`src/rtl/mul_arbiter.sv`:
```
// Round-robin arbiter that shares one multi-cycle multiplier between N requesters.
// Grants one requester at a time, latches its operands and returns the product with a done pulse.
module mul_arbiter #(
    parameter int N = 4,
    parameter int W = 16
) (
    input  logic             clk,
    input  logic             rst,
    input  logic [N-1:0]     req,
    input  logic [N*W-1:0]   a_in,
    input  logic [N*W-1:0]   b_in,
    output logic [N-1:0]     gnt,
    output logic [N-1:0]     done,
    output logic [2*W-1:0]   result,
    output logic             busy,
    output logic             mul_start,
    output logic [W-1:0]     mul_a,
    output logic [W-1:0]     mul_b,
    input  logic             mul_rdy,
    input  logic [2*W-1:0]   mul_p
);

    localparam int SW = (N > 1) ? $clog2(N) : 1;

    typedef enum logic [1:0] {IDLE, ISSUE, WAIT, DONE} state_t;

    state_t        state;
    logic [SW-1:0] ptr;
    logic [SW-1:0] sel;
    logic [SW-1:0] pick;
    logic          pick_vld;

    function automatic logic [N-1:0] onehot(input logic [SW-1:0] i);
        return N'(1) << i;
    endfunction

    function automatic logic [SW-1:0] wrap_inc(input logic [SW-1:0] i);
        if (int'(i) == N - 1)
            return '0;
        return SW'(int'(i) + 1);
    endfunction

    // Walk downward from ptr+N-1 to ptr so the last hit is the first set bit at or above ptr.
    always_comb begin
        int idx;
        idx      = 0;
        pick     = ptr;
        pick_vld = 1'b0;
        for (int k = N - 1; k >= 0; k--) begin
            idx = int'(ptr) + k;
            if (idx >= N)
                idx = idx - N;
            if (req[SW'(idx)]) begin
                pick     = SW'(idx);
                pick_vld = 1'b1;
            end
        end
    end

    always_ff @(posedge clk or posedge rst) begin
        if (rst) begin
            state  <= IDLE;
            ptr    <= '0;
            sel    <= '0;
            gnt    <= '0;
            done   <= '0;
            result <= '0;
            mul_a  <= '0;
            mul_b  <= '0;
        end else begin
            case (state)
                IDLE: begin
                    if (pick_vld) begin
                        sel   <= pick;
                        mul_a <= a_in[int'(pick)*W +: W];
                        mul_b <= b_in[int'(pick)*W +: W];
                        gnt   <= onehot(pick);
                        state <= ISSUE;
                    end
                end
                ISSUE: state <= WAIT;
                // mul_rdy only matters here; strobes in any other state are ignored.
                WAIT: begin
                    if (mul_rdy) begin
                        result <= mul_p;
                        done   <= onehot(sel);
                        state  <= DONE;
                    end
                end
                DONE: begin
                    done  <= '0;
                    gnt   <= '0;
                    ptr   <= wrap_inc(sel);
                    state <= IDLE;
                end
                default: state <= IDLE;
            endcase
        end
    end

    assign busy      = (state != IDLE);
    assign mul_start = (state == ISSUE);

endmodule
```
`config.mk`:
```
export PLATFORM = sky130hd
export DESIGN_NAME = mul_arbiter
export DESIGN_NICKNAME = d
export VERILOG_FILES = /design/src/rtl/mul_arbiter.sv
export SDC_FILE = /design/constraint.sdc
export NUM_CORES = 1
export LEC_CHECK = 0
export CELL_PAD_IN_SITES_DETAIL_PLACEMENT = 0
export CELL_PAD_IN_SITES_GLOBAL_PLACEMENT = 1
export CORE_MARGIN = 4
export CORE_UTILIZATION = 26
export DETAILED_ROUTE_END_ITERATION = 6
export GPL_TIMING_DRIVEN = 0
export HOLD_SLACK_MARGIN = 0.08
export PLACE_DENSITY = 0.8
export REMOVE_ABC_BUFFERS = 1
export SYNTH_ARGS = -nofsm -noshare
export SYNTH_HDL_FRONTEND = slang
export SYNTH_SLANG_ARGS = --single-unit
```
`constraint.sdc`:
```
create_clock -name clk -period 2.5 [get_ports clk]
set_input_delay 0.5 -clock clk [delete_from_list [all_inputs] [get_ports clk]]
set_output_delay 0.5 -clock clk [all_outputs]
set_load 0.05 [all_outputs]
```
## Yosys cells after proc, flatten, opt, wreduce, memory -nomap -nowiden

Index checks and enable logic that the tools add are counted.

| word-level totals | value |
|---|---|
| register bits | 78 |
| bits of input ports | 167 |
| output and inout bits | 74 |

| operators by class | value |
|---|---|
| mux-type cells | 35 |
| shifts and indexed selects | 4 |
| reduce and logical (&&, ||, !) cells | 9 |
| $add $sub $neg | 8 |
| eq/ne operators | 6 |
| magnitude comparators | 8 |

Operators by type and width:

| operator | number |
|---|---|
| $shiftx A64 B7 Y16 | 2 |
| $mux W2 | 12 |
| $lt A2 B4 Y1 const B | 4 |
| $pmux W4 S2 | 2 |
| $mux W1 | 14 |
| $reduce_and A2 Y1 | 5 |
| $ge A3 B3 Y1 const B | 3 |
| $bmux W1 S2 | 4 |
| $mux W4 | 2 |
| $pmux W2 S4 | 1 |
| $shl A1 B2 Y4 const A | 2 |
| $sub A2 B1 Y2 const B | 4 |
| $add A2 B2 Y3 const B | 2 |
| $reduce_bool A2 Y1 | 3 |
| $eq A2 B1 Y1 const B | 2 |
| $eq A2 B2 Y1 const B | 2 |
| $ne A2 B2 Y1 const B | 2 |
| $add A2 B1 Y3 const B | 1 |
| $ge A2 B3 Y1 const B | 1 |
| $add A2 B1 Y2 const B | 1 |
| $logic_not A2 Y1 | 1 |

## Logic depth before layout (Yosys ltp)

Gate-level depths: netlist (run 1).

| depth | value |
|---|---|
| depth after elaboration | 13 |
| gate-level depth with buffers | 8 |
| mapped depth without buffers | 7 |

## Least setup slack after synthesis (run 1)

Ideal clock, no wire load.

| timing path | value |
|---|---|
| path kind | reg-to-reg |
| from | reg state[0] |
| to | reg mul_a[2] |
| data required time | 2368 ps |
| period minus slack after synthesis | 2000 ps |
| arrival | 1868 ps |
| stages on the path, launching flop included | 9 |
| setup slack | 500 ps |
| cells stage by stage | dfrtp_1 -> inv_1 -> ha_1 -> inv_1 -> nor2_2 -> o21ai_4 -> buf_4 -> a211oi_1 -> a211oi_2 |

| on the way | value |
|---|---|
| cells in the longest elaborated chain, start to end | 2 |

Ends and longest elaborated chain:

| what | RTL line | text |
|---|---|---|
| start: declaration | 27 | `state_t state;` |
| start signal: assignment | 62 | `state <= IDLE;` |
| start signal: assignment | 78 | `state <= ISSUE;` |
| start signal: assignment | 81 | `ISSUE: state <= WAIT;` |
| $logic_not A2 Y1 | 71 | `case (state)` |
| $reduce_and A2 Y1 (no line) | - |  |
| end signal: assignment | 75 | `mul_a <= a_in[int'(pick)*W +: W];` |
| end: declaration | 17 | `output logic [W-1:0] mul_a,` |

Every way passes these cells.
A chain may end at the register's enable or synchronous reset.

## Worst setup path in the final report (run 1)

| timing path | value |
|---|---|
| from | in req[2] |
| to | reg mul_a[9] |

| on the way | value |
|---|---|
| cells in the longest elaborated chain, start to end | 8 |
| elaborated cells on any way between the ends | 22 |
| classes of those cells | 1 x shift; 20 x mux; 1 x reduce/logical |

Ends and longest elaborated chain:

| what | RTL line | text |
|---|---|---|
| start: declaration | 9 | `input logic [N-1:0] req,` |
| $bmux W1 S2 | 53 | `if (req[SW'(idx)]) begin` |
| $mux W1 (implied by the code) (2 in a row) | 53 |  |
| $mux W2 / $mux W1 (equally long branches) (4 in a row) | 53 |  |
| $shiftx A64 B7 Y16 / $reduce_and A2 Y1 (equally long branches) | - |  |

Parallel ways exist; a longest one is shown, timed or not. The select of a mux whose other input is x is not followed.

==> impl_metrics.json, run 1 <==
{
  "ant_nets": 0,
  "grt_pass1_vias": 4306,
  "wl_um": 15500,
  "clock_latency_ns": 0.33,
  "synth.ff_latch_count": 78,
  "finalPower_mw": 10.4,
  "grt_max_degree": 52,
  "yosysWarnings": 0,
  "gr-total-overflow": 0,
  "p_sw_frac": 0.479,
  "cp-start-kind": "input pin",
  "r2r_setup_slack_ns": 0.37,
  "finClkSkew_ns": 0.00753,
  "async_flop_share": 1.00,
  "post-place-ws_ns": -0.792,
  "max-slew-margin-rel": 0.638,
  "core_area_um2": 16800,
  "met2_length_um": 7460,
  "grt.total_usage": 0.156,
  "period_minus_slack_ns": 2.37,
  "antenna_found_initial": 0,
  "synth_cell_types": 42,
  "setup_slack_ns": 0.127,
  "place_hpwl_um": 11900,
  "timing.hold.ws_ns": 0.503,
  "worstReg2RegEnd": "mul_a[9]",
  "syn_area_per_cell_um2": 11.5,
  "post-route-period-util": 0.949,
  "rsz0062_at_grt": "no",
  "postSynthCellCount": 392,
  "die_w_um": 139,
  "num_antenna_cells": 0,
  "vias_per_cell": 4.66,
  "endpoint_kind": "flop",
  "crit_arrival_ns": 2.58,
  "cts_buffer_depth": 2,
  "fin_cells": 862,
  "grt_pass1_wl_um": 24100,
  "num_rows": 47,
  "holdPathStages": 1,
  "die_y_um": 139,
  "die_area_um2": 19400,
  "synth_edf_count": 0,
  "finalMaxSlewViolations": 0,
  "power_switching_mw": 5.00,
  "ios": 241,
  "clkPwrFrac": 0.140,
  "setup_viol": 0,
  "m1WireLength_um": 6380,
  "powerDensity_nw_per_um2": 1350,
  "critical_path.max_fanout": 14,
  "rr_worst_depth": 7,
  "nets": 813,
  "dp_cells": 834,
  "synth-seq-area-share": 0.435,
  "via_count": 4015,
  "hold_end": "done[2]",
  "status": "completed",
  "portBuffers": 240,
  "seqPwrFrac": 0.218,
  "holdCritStartpoint": "done[2]",
  "p_int_mw": 5.44,
  "utilization": 0.461,
  "criticalPathCategory": "in2reg",
  "cp_data_required_time_ns": 2.71,
  "vdd_drop_max_mv": 0.751,
  "firstDrtPassIters": 4,
  "layout-drive-gt1-share": 0.210,
  "route.detailed.wl_per_inst_um": 18.0,
  "ctsHoldBuffers": 0,
  "clk_pin_slew_ns": 0.06,
  "syn_to_final_growth_pct": 72.2,
  "clock.fmax_ghz": 0.421,
  "multi_input_area_um2": 2260,
  "tightest_slew_ns": 0.541,
  "synth.cell_area_um2": 4490,
  "ff_latch_area_um2": 1950,
  "root_buffer": "clkbuf_16",
  "start_util": 0.268,
  "cap_viol_max_count": 0,
  "cts_tree": "done",
  "p_comb_frac": 0.642,
  "cts_made_buffers": 9,
  "drc_errors": 0,
  "highest_layer": "met4",
  "worstReg2RegStart": "ptr[1]",
  "p_leak_nw": 3.17,
  "gp_congestion": 0.803,
  "fill_cells": 1529,
  "htree_levels": 3,
  "synth_ff_type": "dfrtp_1",
  "drt-initial-drc-count": 119,
  "hp-class": "reg2reg",
  "cts.sinks": 78,
  "hold_violations": 0,
  "met3_length_um": 1510
}
## stage by stage
step / cell area, um2 / setup TNS (ns)
after floorplan: 4300 / -43.79
after global placement: 6980 / -229.36
after detailed placement: 7260 / -23.62
after CTS: 7680 / 0
after global routing: 7730 / 0
final: 7730 / 0
## how the worst max path moves through the flow
stage              from   endpoint  slack, ns  cells after the start
4_1_cts          req[3]  mul_a[11]      0.002                      7
6_report         req[2]   mul_a[9]       0.13                      8
3_5_place_dp     req[1]   mul_a[8]      -0.79                      7
5_1_grt          req[0]  mul_a[12]       0.05                      7
3_3_place_gp     req[2]   mul_a[8]      -3.67                      6
2_1_floorplan  state[0]  mul_a[12]      -1.25                      5
## critical path: stages
cell	delay, ns
clkdlybuf4s50_1	0.61
nor3b_1	0.36
a21oi_4	0.08
buf_4	0.19
nand3_4	0.10
buf_4	0.28
mux2i_1	0.33
a211oi_2	0.11
## layer usage
metal  vias to the layer above  GRT usage
li1                       1918          -
met1                      1886      0.190
met2                       198      0.259
met3                        13     0.0587
met4                         0     0.0438
met5                         -          0
## power groups by stage
stage / clock, mW / sequential [mW] / combinational [mW]
after floorplan: 0 / 4.25 / 2.18
after detailed placement: 0 / 2.29 / 6.63
after CTS: 1.51 / 2.28 / 6.72
after global placement: 0 / 2.25 / 6.27
final: 1.46 / 2.27 / 6.71
after global routing: 1.57 / 2.36 / 7.06
## Yosys cell counts, types with 2 or more instances
master	n	area, um2
a32o_1	2	20.0
a211oi_2	51	638
buf_4	6	45.0
nor4_2	2	25.0
nand2_1	6	22.5
a22o_1	4	35.0
mux2_2	33	372
clkbuf_1	12	45.0
o31ai_1	3	22.5
bufbuf_8	2	37.5
ha_1	9	113
dfrtp_1	78	1950
buf_2	2	10.0
a211oi_1	13	97.6
nor2_1	34	128
buf_6	3	33.8
nor2b_1	2	12.5
o21ai_1	2	10.0
mux2i_1	33	330
buf_1	3	11.3
inv_1	40	150
a31oi_1	32	200
## placed cells by master (no fill, tap or decap), types with 2 or more instances in the layout
cell type        count
mux2i_1             33
a31oi_1             32
nor2_1              34
inv_1               39
ha_1                 9
o31ai_1              3
nand2_1              6
buf_12               4
a32o_1               2
buf_4               10
nor4_4               2
clkbuf_8             2
buf_16               6
o21ai_1              2
clkdlybuf4s50_1    239
buf_6                2
clkbuf_16            9
dfrtp_1             78
a211oi_1            13
mux2_2              33
a211oi_2            51
a22o_1               4
o21ai_4              2
nor2b_1              2
bufinv_16            2
## layout make-up
| cell class | count | area share |
|---|---|---|
| inverter | 40 | 0.0197 |
| clock buffer | 12 | 0.0332 |
| clock inverter | 4 | 0.0100 |
| tap | 220 | 0.0356 |
| multi-input combinational | 245 | 0.292 |
| timing repair buffer | 263 | 0.357 |
| sequential | 78 | 0.252 |
## sequential cells by signal, summed over array words and instances, names as in the netlist
register and flops:
result 32, mul_a 16, mul_b 16, done 4, gnt 4, ptr 2
sel 2, state 2
## logic make-up after synthesis
| family | synth area share |
|---|---|
| adders and majority gates | 0.0251 |
| muxes | 0.156 |
| and+or+nand+nor | 0.0560 |
| buffers and inverters | 0.0758 |
| DFF | 0.435 |
| AOI/OAI and AO/OA | 0.252 |
## repair_timing
| action | 4_1_cts | 5_1_grt |
|---|---|---|
| gates resized for setup | 4 | 0 |
| setup endpoints to repair | 38 | 22 |
| setup buffers | 9 | 2 |
| pin swaps | 6 | 1 |
| endpoints found under the hold margin | 0 | 0 |
Power figures use the tool's default switching activity.
==> inputs of run 2 (changes only) <==
- CORE_ASPECT_RATIO: default -> 2
==> impl_metrics.json, run 2 (synthesis results as in run 1) <==
{
  "status": "completed",
  "reg.largest.list": "result: 32 flops, mul_a: 16 flops, mul_b: 16 flops",
  "root_buffer": "clkbuf_16",
  "fin_area_um2": 7780,
  "finalMaxSlewViolations": 0,
  "cp_data_required_time_ns": 2.73,
  "setup_slack_ns": 0.0832,
  "hold_violations": 0,
  "place_hpwl_um": 13000,
  "final_cell_mix": "clkdlybuf4s50_1, dfrtp_1, a211oi_2, inv_1",
  "firstDrtPassIters": 4,
  "cts_buffer_depth": 2,
  "clock.fmax_ghz": 0.414,
  "fill_cells": 1543,
  "finClkSkew_ns": 0.00545,
  "nets": 816,
  "drc_errors": 0,
  "setup_viol": 0,
  "wl_um": 16700,
  "htree_levels": 3,
  "antenna_found_initial": 0,
  "endpoint_kind": "flop",
  "start_util": 0.266,
  "portBuffers": 240,
  "utilization": 0.462,
  "worstReg2RegEnd": "mul_a[13]",
  "grt.total_usage": 0.170,
  "worstReg2RegStart": "ptr[1]",
  "cts.sinks": 78,
  "die_y_um": 194,
  "fin_cells": 851,
  "p_leak_nw": 3.21,
  "rr_worst_depth": 7,
  "timing.hold.ws_ns": 0.478,
  "drt-initial-drc-count": 95,
  "grt_max_degree": 60,
  "grt_pass1_vias": 4569,
  "period_minus_slack_ns": 2.42,
  "layout-drive-gt1-share": 0.219,
  "syn_to_final_growth_pct": 73.4,
  "r2r_setup_slack_ns": 0.32,
  "max-slew-margin-rel": 0.574,
  "ctsHoldBuffers": 0,
  "grt_pass1_wl_um": 25400,
  "powerDensity_nw_per_um2": 1360,
  "core_area_um2": 16800,
  "clk_pin_slew_ns": 0.06,
  "criticalPathCategory": "in2reg",
  "cp-start-kind": "input pin",
  "num_antenna_cells": 0,
  "hp-class": "in2async",
  "layout_commonest_cell": "clkdlybuf4s50_1",
  "post-place-ws_ns": -1.28,
  "route.detailed.wl_per_inst_um": 19.7,
  "largest_reg_flops": 32,
  "critical_path.max_fanout": 20,
  "dp_cells": 821,
  "tightest_slew_ns": 0.639,
  "via_count": 4077,
  "rsz0062_at_grt": "no",
  "cts_made_buffers": 9,
  "post-route-period-util": 0.967,
  "vdd_drop_max_mv": 0.591,
  "cts_tree": "done",
  "ant_nets": 0,
  "top_register": "result",
  "die_w_um": 101,
  "gp_congestion": 0.774,
  "cap_viol_max_count": 0,
  "crit_arrival_ns": 2.65,
  "die_area_um2": 19600,
  "vias_per_cell": 4.79,
  "ios": 241,
  "num_rows": 67,
  "place_area_um2": 7250,
  "gr-total-overflow": 0,
  "clock_latency_ns": 0.33
}
==> run 2: metal layers <==
metal	track usage	part of all wire	routed length, um
met3	0.0338	0.055	928
met4	0.0464	0.018	303
met5	0	0	0
met1	0.165	0.33	5510
met2	0.345	0.60	10000
==> run 2: worst max-delay path: stages <==
cell and delay, ns:
clkdlybuf4s50_1 0.68, nor2b_4 0.10, o21ai_4 0.21, buf_16 0.18, and3_4 0.40, buf_12 0.24, a211oi_1 0.10, a211oi_1 0.22
==> run 2: per-stage QoR <==
stage          total power, mW  TNS (ns)
5_1_grt                   11.2         0
4_1_cts                   10.7         0
3_3_place_gp              8.57   -239.77
2_1_floorplan             6.43    -43.79
6_report                  10.6         0
3_5_place_dp              8.98    -42.42
==> run 2: worst max-delay path by stage <==
stage               startpoint         to  slack (ns)  cells after the start
floorplan             state[0]  mul_a[12]       -1.25                      5
global placement        req[2]   mul_a[9]       -3.76                      6
finish                  req[3]  mul_a[13]        0.08                      8
CTS                   state[0]       busy       0.007                      4
detailed placement      req[2]   mul_a[1]       -1.28                      8
global route            req[2]  mul_a[14]       0.003                      8
==> run 2: power by group <==
part | internal (mW) | leakage, nW | switching, mW
clock | 1.00 | 0.169 | 0.520
combinational | 2.63 | 2.13 | 4.18
sequential | 1.90 | 0.913 | 0.363
==> run 2: layout make-up <==
| class | instances | area, um2 | area share |
|---|---|---|---|
| clock buffer | 10 | 239 | 0.0307 |
| timing repair buffer | 264 | 2790 | 0.358 |
| sequential | 78 | 1950 | 0.251 |
| inverter | 40 | 153 | 0.0196 |
| clock inverter | 5 | 108 | 0.0138 |
| tap | 207 | 259 | 0.0333 |
| multi-input combinational | 247 | 2290 | 0.294 |
==> run 2: timing repair <==
item                                    CTS  global route
gates resized for setup                   4             5
cloned                                    2             0
endpoints found under the setup margin   38            19
setup buffers                             8             4
pin swaps                                 8             2
==> inputs of run 3 (changes only) <==
- CORE_UTILIZATION: 26 -> 43
- DONT_BUFFER_PORTS: default -> 1
- PLACE_DENSITY: 0.8 -> 0.81
- clock period: 2.5 -> 1.97 ns (I/O delays scaled with it)
==> impl_metrics.json, run 3 (synthesis results as in run 1) <==
{
  "die_area_um2": 12200,
  "power_switching_mw": 6.49,
  "drc_errors": 0,
  "route.detailed.wl_per_inst_um": 26.0,
  "finalMaxSlewViolations": 0,
  "criticalPathCategory": "reg2reg",
  "setup-tns-final_ns": -1.32,
  "cap_viol_max_count": 0,
  "gr-total-overflow": 0,
  "layout_commonest_cell": "dfrtp_1",
  "ios": 241,
  "worstReg2RegStart": "state[0]",
  "largest_reg_flops": 32,
  "max-slew-margin-rel": 0.541,
  "rr_worst_depth": 10,
  "ant_nets": 0,
  "met2_length_um": 8150,
  "fill_cells": 884,
  "hp-class": "in2reg",
  "post-place-ws_ns": -0.762,
  "worstReg2RegEnd": "mul_a[10]",
  "clkPwrFrac": 0.139,
  "cp_data_required_time_ns": 2.19,
  "p_int_mw": 5.55,
  "dp_cells": 507,
  "endpoint_kind": "flop",
  "clock_latency_ns": 0.34,
  "grt_max_degree": 46,
  "wl_um": 14300,
  "met3_length_um": 942,
  "cp-start-kind": "flop",
  "place_hpwl_um": 9370,
  "cts_made_buffers": 9,
  "powerDensity_nw_per_um2": 2150,
  "vias_per_cell": 6.03,
  "top_register": "result",
  "holdCritStartpoint": "mul_p[3]",
  "status": "complete, but fails checks",
  "setup_viol": 31,
  "grt_pass1_wl_um": 21500,
  "setup_slack_ns": -0.0769,
  "num_rows": 52,
  "period_minus_slack_ns": 2.05,
  "grt.total_usage": 0.231,
  "rsz0062_at_grt": "yes",
  "root_buffer": "clkbuf_16",
  "seqPwrFrac": 0.467,
  "gp_congestion": 0.788,
  "clk_pin_slew_ns": 0.06,
  "failed_checks": "negative setup slack",
  "critical_path.max_fanout": 6,
  "drt-initial-drc-count": 145,
  "fin_cells": 552,
  "reg.largest.list": "result: 32 flops, mul_a: 16 flops, mul_b: 16 flops",
  "vdd_drop_max_mv": 0.765,
  "antenna_found_initial": 0,
  "cts_buffer_depth": 2,
  "cts.sinks": 78,
  "die_y_um": 153,
  "holdPathStages": 1,
  "grt_pass1_vias": 3767,
  "p_sw_frac": 0.539,
  "start_util": 0.442,
  "final_cell_mix": "dfrtp_1, a211oi_2, inv_1, nor2_1",
  "core_area_um2": 10100,
  "clock.fmax_ghz": 0.489,
  "highest_layer": "met4",
  "syn_to_final_growth_pct": 24.6,
  "hold_violations": 0,
  "m1WireLength_um": 4890,
  "layout-drive-gt1-share": 0.403,
  "crit_arrival_ns": 2.26,
  "post-route-period-util": 1.04,
  "tightest_slew_ns": 0.683,
  "finClkSkew_ns": 0.00745,
  "htree_levels": 3,
  "firstDrtPassIters": 4,
  "hold_end": "result[3]",
  "via_count": 3329,
  "p_comb_frac": 0.394,
  "nets": 588,
  "portBuffers": 0,
  "timing.hold.ws_ns": 0.206,
  "num_antenna_cells": 0,
  "die_w_um": 80.3,
  "r2r_setup_slack_ns": -0.08,
  "cts_tree": "done",
  "p_leak_nw": 2.33
}
run 3: cell count changes in the layout (fill, tap and decap cells not counted), sizes merged, moves of 2 or more:
cell,delta
buf,+7
clkdlybuf4s50,-239
bufinv,-2
clkbuf,+3
clkinv,-2
clkinvlp,+4
run 3: worst max path at each step:
stage                  start         to  slack, ns  depth (start not counted)
floorplan           state[0]  mul_a[12]      -1.78                          5
global placement    state[0]  mul_a[12]      -3.20                          5
detailed placement    ptr[1]  mul_a[11]      -0.76                          6
CTS                 state[1]  mul_a[11]     -0.009                          9
global route        state[0]  mul_a[10]      -0.19                         10
finish              state[0]  mul_a[10]      -0.08                         10
run 3: timing repair:
item / CTS / global route
resized for setup: 24 / 25
endpoints found under the hold margin: 33 / 0
buffers inserted: 21 / 1
pin swaps: 24 / 6
cloned: 4 / 2
hold buffers: 1 / 0
endpoints found under the setup margin: 74 / 72
run 3: stage by stage:
stage               power [mW]   util  instance area, um2
finish                    12.0  0.551                5590
global route              12.6  0.551                5590
CTS                       11.7  0.531                5390
detailed placement        9.37  0.463                4700
global placement          8.96  0.440                4470
floorplan                 8.15      -                4300
run 3: cell type report:
cell class | count | area (um2) | share of cell area
clock inverter | 6 | 70.1 | 0.0125
clock buffer | 10 | 229 | 0.0409
inverter | 40 | 156 | 0.0280
multi-input combinational | 247 | 2480 | 0.444
tap | 135 | 169 | 0.0302
timing repair buffer | 36 | 528 | 0.0944
sequential | 78 | 1950 | 0.350
run 3: worst max-delay path: stages, from the launching register on:
cell and delay (ns):
dfrtp_1 0.39, inv_2 0.09, ha_4 0.15, clkinvlp_4 0.33
nor2_4 0.23, buf_6 0.12, buf_6 0.10, o21ai_4 0.08
clkbuf_16 0.19, a211oi_2 0.19, a211oi_2 0.07
run 3: power groups by stage:
stage	registers [mW]	clock network [mW]	logic [mW]
2_1_floorplan	5.39	0	2.76
3_3_place_gp	5.61	0	3.35
3_5_place_dp	5.65	0	3.73
4_1_cts	5.63	1.71	4.37
5_1_grt	5.70	1.79	5.12
6_report	5.62	1.67	4.75
run 3: per-layer routing:
metal | vias up | track usage
met5 | - | 0
met4 | 0 | 0.0822
met3 | 22 | 0.0485
met2 | 183 | 0.432
met1 | 1659 | 0.246
li1 | 1465 | -
